File: config.mk
export PLATFORM = sky130hd
export DESIGN_NAME = branch_resolve
export DESIGN_NICKNAME = d
export VERILOG_FILES = /design/src/rtl/branch_resolve_pkg.sv /design/src/rtl/branch_resolve_br_cond.sv /design/src/rtl/branch_resolve.sv
export SDC_FILE = /design/constraint.sdc
export NUM_CORES = 1
export LEC_CHECK = 0
export CORE_MARGIN = 5
export CORE_UTILIZATION = 40
export DETAILED_ROUTE_END_ITERATION = 8
export PLACE_DENSITY = 0.66
export SYNTH_ARGS = -nofsm -noshare
export SYNTH_HDL_FRONTEND = slang
export SYNTH_SLANG_ARGS = --single-unit
File: constraint.sdc
create_clock -name in_clk -period 9.1 [get_ports in_clk]
set_input_delay 1.82 -clock in_clk [delete_from_list [all_inputs] [get_ports in_clk]]
set_output_delay 1.82 -clock in_clk [all_outputs]
set_load 0.01 [all_outputs]
File: src/rtl/branch_resolve_pkg.sv
// Shared encodings for the execute-stage branch resolver: op codes, RISC-V
// branch funct3 values and comparator flag bit positions.
package branch_resolve_pkg;

  typedef enum logic [1:0] {
    OP_NONE = 2'b00,
    OP_BR   = 2'b01,
    OP_JAL  = 2'b10,
    OP_JALR = 2'b11
  } op_e;

  localparam logic [2:0] F3_BEQ  = 3'b000;
  localparam logic [2:0] F3_BNE  = 3'b001;
  localparam logic [2:0] F3_BLT  = 3'b100;
  localparam logic [2:0] F3_BGE  = 3'b101;
  localparam logic [2:0] F3_BLTU = 3'b110;
  localparam logic [2:0] F3_BGEU = 3'b111;

  localparam int unsigned FLAG_WIDTH = 5;
  localparam int unsigned FLG_EQ  = 4;
  localparam int unsigned FLG_LT  = 3;
  localparam int unsigned FLG_LTU = 2;
  localparam int unsigned FLG_GE  = 1;
  localparam int unsigned FLG_GEU = 0;

endpackage

File: src/rtl/branch_resolve_br_cond.sv
// Maps a conditional-branch funct3 plus comparator flags to a taken decision;
// the two unused funct3 codes are reported illegal and never taken.
module br_cond
  import branch_resolve_pkg::*;
(
  input  logic [2:0]            funct3,
  input  logic [FLAG_WIDTH-1:0] flag,
  output logic                  taken_c,
  output logic                  illegal_c
);

  always_comb begin
    taken_c   = 1'b0;
    illegal_c = 1'b0;
    case (funct3)
      F3_BEQ:  taken_c = flag[FLG_EQ];
      F3_BNE:  taken_c = ~flag[FLG_EQ];
      F3_BLT:  taken_c = flag[FLG_LT];
      F3_BGE:  taken_c = flag[FLG_GE];
      F3_BLTU: taken_c = flag[FLG_LTU];
      F3_BGEU: taken_c = flag[FLG_GEU];
      default: illegal_c = 1'b1;
    endcase
  end

endmodule

File: src/rtl/branch_resolve.sv
// Execute-stage branch/jump resolver: one registered stage with valid/ready,
// flush, mispredict redirect generation and saturating performance counters.
module branch_resolve
  import branch_resolve_pkg::*;
#(
  parameter int unsigned DATA_WIDTH = 64,
  parameter int unsigned CNT_WIDTH  = 32
) (
  input  logic                  in_clk,
  input  logic                  in_rst,
  input  logic                  in_valid,
  output logic                  out_in_ready,
  input  logic [1:0]            in_op,
  input  logic [2:0]            in_funct3,
  input  logic [FLAG_WIDTH-1:0] in_flag,
  input  logic [DATA_WIDTH-1:0] in_pc,
  input  logic [DATA_WIDTH-1:0] in_imm,
  input  logic [DATA_WIDTH-1:0] in_rs1,
  input  logic                  in_pred_taken,
  input  logic [DATA_WIDTH-1:0] in_pred_target,
  input  logic                  in_flush,
  input  logic                  in_clr_cnt,
  output logic                  out_valid,
  input  logic                  in_out_ready,
  output logic                  out_taken,
  output logic [DATA_WIDTH-1:0] out_target,
  output logic [DATA_WIDTH-1:0] out_link,
  output logic                  out_redirect,
  output logic [DATA_WIDTH-1:0] out_redirect_pc,
  output logic                  out_illegal,
  output logic                  out_misalign,
  output logic [CNT_WIDTH-1:0]  out_br_cnt,
  output logic [CNT_WIDTH-1:0]  out_mis_cnt
);

  localparam logic [DATA_WIDTH-1:0] LINK_OFS = DATA_WIDTH'(4);
  localparam logic [CNT_WIDTH-1:0]  CNT_MAX  = {CNT_WIDTH{1'b1}};
  localparam logic [CNT_WIDTH-1:0]  CNT_ONE  = CNT_WIDTH'(1);

  op_e                   op;
  logic                  cond_taken_c;
  logic                  cond_illegal_c;
  logic                  accept_c;
  logic                  taken_c;
  logic                  illegal_c;
  logic                  misalign_c;
  logic                  redirect_c;
  logic [DATA_WIDTH-1:0] jalr_sum_c;
  logic [DATA_WIDTH-1:0] target_c;
  logic [DATA_WIDTH-1:0] link_c;
  logic [DATA_WIDTH-1:0] redirect_pc_c;

  logic                  valid_d, valid_q;
  logic                  taken_d, taken_q;
  logic                  illegal_d, illegal_q;
  logic                  misalign_d, misalign_q;
  logic                  redirect_d, redirect_q;
  logic [DATA_WIDTH-1:0] target_d, target_q;
  logic [DATA_WIDTH-1:0] link_d, link_q;
  logic [DATA_WIDTH-1:0] redirect_pc_d, redirect_pc_q;
  logic [CNT_WIDTH-1:0]  br_cnt_d, br_cnt_q;
  logic [CNT_WIDTH-1:0]  mis_cnt_d, mis_cnt_q;

  assign op = op_e'(in_op);

  br_cond u_br_cond (
    .funct3    (in_funct3),
    .flag      (in_flag),
    .taken_c   (cond_taken_c),
    .illegal_c (cond_illegal_c)
  );

  assign out_in_ready = ~valid_q | in_out_ready;
  assign accept_c     = in_valid & out_in_ready & ~in_flush;

  // Resolve outcome, target and redirect for the request at the stage input.
  always_comb begin
    taken_c    = 1'b0;
    illegal_c  = 1'b0;
    target_c   = '0;
    jalr_sum_c = in_rs1 + in_imm;
    link_c     = in_pc + LINK_OFS;
    case (op)
      OP_BR: begin
        taken_c   = cond_taken_c;
        illegal_c = cond_illegal_c;
        target_c  = in_pc + in_imm;
      end
      OP_JAL: begin
        taken_c  = 1'b1;
        target_c = in_pc + in_imm;
      end
      OP_JALR: begin
        taken_c  = 1'b1;
        target_c = {jalr_sum_c[DATA_WIDTH-1:1], 1'b0};
      end
      default: ;
    endcase
    misalign_c    = taken_c & target_c[1];
    redirect_c    = (op != OP_NONE) &&
                    ((taken_c != in_pred_taken) || (taken_c && (target_c != in_pred_target)));
    redirect_pc_c = taken_c ? target_c : link_c;
  end

  // Pipeline register: flush beats accept; payload holds while stalled.
  always_comb begin
    valid_d       = valid_q;
    taken_d       = taken_q;
    illegal_d     = illegal_q;
    misalign_d    = misalign_q;
    redirect_d    = redirect_q;
    target_d      = target_q;
    link_d        = link_q;
    redirect_pc_d = redirect_pc_q;
    if (in_flush) begin
      valid_d = 1'b0;
    end else if (accept_c) begin
      valid_d = 1'b1;
    end else if (in_out_ready) begin
      valid_d = 1'b0;
    end
    if (accept_c) begin
      taken_d       = taken_c;
      illegal_d     = illegal_c;
      misalign_d    = misalign_c;
      redirect_d    = redirect_c;
      target_d      = target_c;
      link_d        = link_c;
      redirect_pc_d = redirect_pc_c;
    end
  end

  // Saturating counters; clear has priority over a same-cycle increment.
  always_comb begin
    br_cnt_d  = br_cnt_q;
    mis_cnt_d = mis_cnt_q;
    if (in_clr_cnt) begin
      br_cnt_d  = '0;
      mis_cnt_d = '0;
    end else if (accept_c) begin
      if ((op != OP_NONE) && (br_cnt_q != CNT_MAX)) begin
        br_cnt_d = br_cnt_q + CNT_ONE;
      end
      if (redirect_c && (mis_cnt_q != CNT_MAX)) begin
        mis_cnt_d = mis_cnt_q + CNT_ONE;
      end
    end
  end

  always_ff @(posedge in_clk) begin
    if (in_rst) begin
      valid_q       <= 1'b0;
      taken_q       <= 1'b0;
      illegal_q     <= 1'b0;
      misalign_q    <= 1'b0;
      redirect_q    <= 1'b0;
      target_q      <= '0;
      link_q        <= '0;
      redirect_pc_q <= '0;
      br_cnt_q      <= '0;
      mis_cnt_q     <= '0;
    end else begin
      valid_q       <= valid_d;
      taken_q       <= taken_d;
      illegal_q     <= illegal_d;
      misalign_q    <= misalign_d;
      redirect_q    <= redirect_d;
      target_q      <= target_d;
      link_q        <= link_d;
      redirect_pc_q <= redirect_pc_d;
      br_cnt_q      <= br_cnt_d;
      mis_cnt_q     <= mis_cnt_d;
    end
  end

  assign out_valid       = valid_q;
  assign out_taken       = taken_q;
  assign out_illegal     = illegal_q;
  assign out_misalign    = misalign_q;
  assign out_redirect    = redirect_q;
  assign out_target      = target_q;
  assign out_link        = link_q;
  assign out_redirect_pc = redirect_pc_q;
  assign out_br_cnt      = br_cnt_q;
  assign out_mis_cnt     = mis_cnt_q;

endmodule

# Yosys cells after proc, flatten, opt, wreduce, memory -nomap -nowiden
# Cells that the tools add are included.
[totals]
ff_bits = 261
latch_bits = 0
mem_bits_rw = 0
rom_bits = 0
output_inout_bits = 262
mem_count = 0
[classes]
addsub = 5
mul = 0
div = 0
magnitude_cmp = 0
eq_ne = 12
shift = 0
mux = 8
bitwise_logic = 7
reduce_logical = 15
[ops]
columns = ["op", "n"]
rows = [
  ["64-bit adder", 2],
  ["64-bit case mux with 2 select lines", 1],
  ["32-bit by 1-bit adder with 32-bit output, second input constant", 2],
  ["64-bit by 3-bit adder with 64-bit output, second input constant", 1],
  ["64-bit two-way mux", 1],
  ["32-bit != test, second input constant", 2],
  ["64-bit != test", 1],
  ["3-bit equality test, second input constant", 4],
  ["2-bit OR reduction", 4],
  ["1-bit case mux with 6 select lines", 1],
  ["6-bit OR reduction", 1],
  ["2-bit equality test, second input constant", 2],
  ["1-bit logical AND", 4],
  ["1-bit two-way mux", 4],
  ["2-bit AND reduction", 2],
  ["2-bit nonzero test", 2],
  ["1-bit bitwise AND", 3],
  ["3-bit by 1-bit equality test with 1-bit output, second input constant", 1],
  ["3-bit logical NOT", 1],
  ["1-bit NOT", 3],
  ["2-bit by 1-bit equality test with 1-bit output, second input constant", 1],
  ["1-bit case mux with 2 select lines", 1],
  ["1-bit logical OR", 1],
  ["1-bit != test", 1],
  ["1-bit OR", 1],
]

# Depth between registers and ports, before layout
[depth]
word_depth = 9
mapped_depth = 18
ltp_nobuf = 16

# By module
# From an unflattened synthesis, not the netlist that was laid out.
[unflattened]
cells_unflattened = 3315
hier_area_um2 = 23536.3
[by_module_without_submodules]
columns = ["module", "instances", "cells_per_inst", "area_per_inst_um2", "seq_area_each_um2"]
rows = [
  ["branch_resolve", 1, 3308, 23480.0, 5225.0],
  ["br_cond", 1, 7, 56.3, 0.0],
]

# Worst setup path after synthesis
# Ideal clock, no wire load.
[synth_timing]
path_type = "input to register"
from = "input port in_imm[0]"
to = "register mis_cnt_q[8] (netlist: out_mis_cnt[8])"
setup_time_ps = 70
arrival_time_ps = 5683
slack_ps = 3346
cell_stages = 16
path_buffers = 1
cell_sequence = "and2_1 fa_1 a21o_1 a221o_1 a221oi_2 a21oi_1 or4_1 nand3_1 a31o_2 mux4_2 o32ai_1 nor4_1 and4b_4 buf_6 or4_1 a21oi_1"
[synth_between]
elab_chain_cells = 8
[synth_rtl]
columns = ["item", "line", "rtl"]
rows = [
  ["start, declared", "branch_resolve.sv:17", "input logic [DATA_WIDTH-1:0] in_imm,"],
  ["64-bit adder, on equally long branches", "branch_resolve.sv:87, branch_resolve.sv:91, branch_resolve.sv:81", ""],
  ["64-bit case mux with 2 select lines (*)", "branch_resolve.sv:83", "case (op)"],
  ["64-bit != test (*)", "branch_resolve.sv:101", "((taken_c != in_pred_taken) || (taken_c && (target_c != in_pred_target)));"],
  ["1-bit logical AND (*)", "branch_resolve.sv:101", ""],
  ["1-bit logical OR (*)", "branch_resolve.sv:101", ""],
  ["1-bit logical AND (*)", "branch_resolve.sv:100", "redirect_c = (op != OP_NONE) &&"],
  ["1-bit logical AND (*)", "branch_resolve.sv:144", "if (redirect_c && (mis_cnt_q != CNT_MAX)) begin"],
  ["2-bit AND reduction (no line) (*)", "-", ""],
  ["end signal, assigned", "branch_resolve.sv:172", "mis_cnt_q <= mis_cnt_d;"],
  ["end, declared", "branch_resolve.sv:62", "logic [CNT_WIDTH-1:0] mis_cnt_d, mis_cnt_q;"],
]
# Mark *: on every way between the ends. The rest lies on a longest branch, timed or not.
# A chain may end at the register's enable or synchronous reset.

# Worst setup path after layout
[layout_timing]
from = "input port in_imm[0]"
to = "register mis_cnt_q[28] (netlist: out_mis_cnt[28])"
# Same word-level chain as after synthesis.

==> reports/metrics.cfg <==
[placement]
dp_cells = 4490
post-place-ws_ns = 1.38
io_buffers = 534
dpl.hpwl_mm = 103
place.gp.congestion = 1.10
placed_area_um2 = 29300

[cts]
cts_buffers = 24
post-cts-setup-buffers = 0
htree_levels = 1
clock_sinks = 261
postCtsHoldBufs = 0
cts_buffer_depth = 3
clk-insertion-delay-late_ns = 0.52
clkTransAtPathRegs_ns = 0.07
cts_resized = 0
cts_root_buf = clkbuf_16
cts_tree = done

[pwr]
finalPower_w = 0.00402
swShare = 0.396
intPower_w = 0.00243
combPwrFrac = 0.424
power_leakage_nw = 10.9
vdd_drop_max_uv = 150
pwr-share-seq = 0.307
p_per_area_nw_per_um2 = 133
power_switching_w = 0.00159
power_frac_clock = 0.269

[worst_setup_path]
end_kind = register
crit_path_max_fanout = 42
path_buf_inv = 2
cp_slowest_cell = a2111oi_0
path_cells = clkdlybuf4s50_1 > and2_1 > fa_1 > a21o_1 > a21oi_1 > o311a_1 > nand2_1 > o311ai_0 > a211oi_1 > a2111oi_0 > o2111ai_1 > a2111oi_0 > nand4_1 > nand4b_1 > buf_4 > a31oi_1 > nor3_1
start_kind = primary input
crit_type = primary input to register
cpPeakStageDelay_ns = 1.11
cp_top_family = compound AO/OA/AOI/OAI gates
cp_data_arrival_time_ns = 7.97
crit_top_cell = a2111oi_0
required_ns = 9.47

[timing]
min_period_over_period = 0.835
fin_worst_skew_ns = 0.00569
setup_slack_ns = 1.50
period_needed_ns = 7.60
finalHoldViolations = 0
tightest_slew_ns = 1.35
rsz0062_at_grt = false
fmax_ghz = 0.132
relSlewSlack = 0.0885
finalSetupTns_ns = 0
slew_viol_final = 0
setup_viol = 0

[synthesis]
synth_edf_count = 0
netlist_top_cells_area = dfxtp_1 (22%), nand2_1 (7.3%), ha_1 (7.1%)
synth_ff_type = dfxtp_1
ys_types = 93
ys_seq_area_frac = 0.222
syn_avg_cell_area_um2 = 7.00
synth_fp_nets = 3773
synth-seq-cells = 261
synthCells = 3365
netlist.top_cell.by_area = dfxtp_1
yosys_warnings = 0
synth_area_um2 = 23600
async_flop_share = 0
yosysTopAreaCellShare = 0.222

[global_route]
grt_pass1_wl_mm = 175
grt_usage = 0.360
overflow = 0
grt_max_degree = 172
grt_pass1_vias = 26300
antenna_found_initial = 12

[final_layout]
final_common_cell = clkdlybuf4s50_1
stdcell_area_um2 = 30100
final_cell_mix = clkdlybuf4s50_1 (533), nand2_1 (458), nor2_1 (428), a21oi_1 (310), dfxtp_1 (261)
nNetsFinal = 4151
fill_cells = 6052
fin_cells = 4540
layout-drive-gt1-share = 0.0327
area_growth_pct = 28.0

[floorplan]
ioPinCount = 535
dieHeight_um = 253
core-area_um2 = 58700
dieArea_um2 = 63800
rows = 89
start_util = 0.401
fp.dieW_um = 253

[hold_path]
holdCritPathClass = register to register

[routing]
antenna_left = 0
drt-pass1-iter-count = 8
wire_per_inst_um = 27.3
drt-total-wl_mm = 124
drc = 0
avgViaCountPerCell = 6.35
vias = 28800
first_iter_violations = 3543

[flow_run]
drv_cap = 0

[run_status]
outcome = completed

==> power groups by stage <==
stage	Combinational, W	Clock, W	Sequential [W]
floorplan	0.000882	0	0.00128
global placement	0.00165	0	0.00126
detailed placement	0.00164	0	0.00126
CTS	0.00164	0.00109	0.00123
global route	0.00178	0.00113	0.00124
finish	0.00170	0.00108	0.00123
==> registers in the layout, indices dropped and copies added (netlist names) <==
register	count
out_illegal	1
out_link	64
out_valid	1
out_br_cnt	32
out_redirect	1
out_taken	1
out_misalign	1
out_redirect_pc	64
out_target	64
out_mis_cnt	32
==> worst register-to-register path: cells and delay by family (launching register included) <==
kind             cells  cell delay [ns]
AO/OA/AOI/OAI        2             0.35
AND/OR/NAND/NOR     11             2.54
flip-flops           1             0.36
==> cells in the mapped netlist (9+ instances only) <==
cell         n
a221o_1     10
o2111ai_1   14
xor2_1      92
a22oi_1     36
a2111oi_0   15
nand4_1    104
a31oi_1     24
nand3_1    121
and4_1      34
nor2b_1      9
o31ai_1     21
a21o_1      26
nor2_1     428
or4_1       10
and2_1      26
nand2b_1    21
o21bai_1    11
o21ai_0    137
inv_1       54
mux2i_1     49
nor3_1     123
nor4_1      23
a31o_1      13
o211ai_1    30
a21oi_1    310
a211oi_1   117
xnor2_1     81
o221ai_1    11
dfxtp_1    261
o21ai_1     37
buf_2       23
buf_1       14
or3_1       40
and3_1      53
o21a_1      26
ha_1       133
nand2_1    458
clkbuf_1   175
a221oi_1    14
==> cell families (layout without fill, tap and decap cells) <==
group	count (synthesis)	in the layout	share of synthesized area
AOI/OAI and AO/OA	974	974	0.273
xor gates and xnor gates	173	173	0.0643
adders and majority gates	135	135	0.0724
buffers and inverters	269	665	0.0447
DFF	261	261	0.222
muxes	60	60	0.0270
other	0	6	0
and+or+nand+nor	1493	1493	0.297
==> area by class of cell <==
type	count	area, µm²	share of cell area
clock buffer	33	696	0.0231
timing repair buffer	566	5600	0.186
sequential	261	5230	0.173
clock inverter	11	138	0.00457
antenna	6	15.0	0.000498
tap	773	967	0.0321
inverter	55	206	0.00685
multi-input combinational	2835	17300	0.574
==> worst paths after layout <==
kind                         end  slack (ns)  cells past startpoint                start
max reg2reg      out_mis_cnt[15]        5.75                     13       out_mis_cnt[3]
max              out_mis_cnt[28]        1.50                     17            in_imm[0]
min          out_redirect_pc[18]        0.45                      2  out_redirect_pc[18]
min reg2reg  out_redirect_pc[18]        0.45                      2  out_redirect_pc[18]
==> metrics by stage <==
stage                     utilization  hold WS [ns]
after floorplan                     -         0.476
after global placement          0.499         0.437
after detailed placement        0.499         0.443
after CTS                       0.513         0.452
after global routing            0.514         0.465
final                           0.514         0.452
==> metal layers <==
| metal | up-vias | routed length (µm) | global-route usage |
|---|---|---|---|
| met5 | - | 78 | 0 |
| met4 | 12 | 4770 | 0.118 |
| met3 | 226 | 13300 | 0.0689 |
| met2 | 1649 | 53700 | 0.561 |
| met1 | 13800 | 51900 | 0.502 |
| li1 | 13200 | - | - |
No activity file was read; power rests on OpenSTA's default activity.
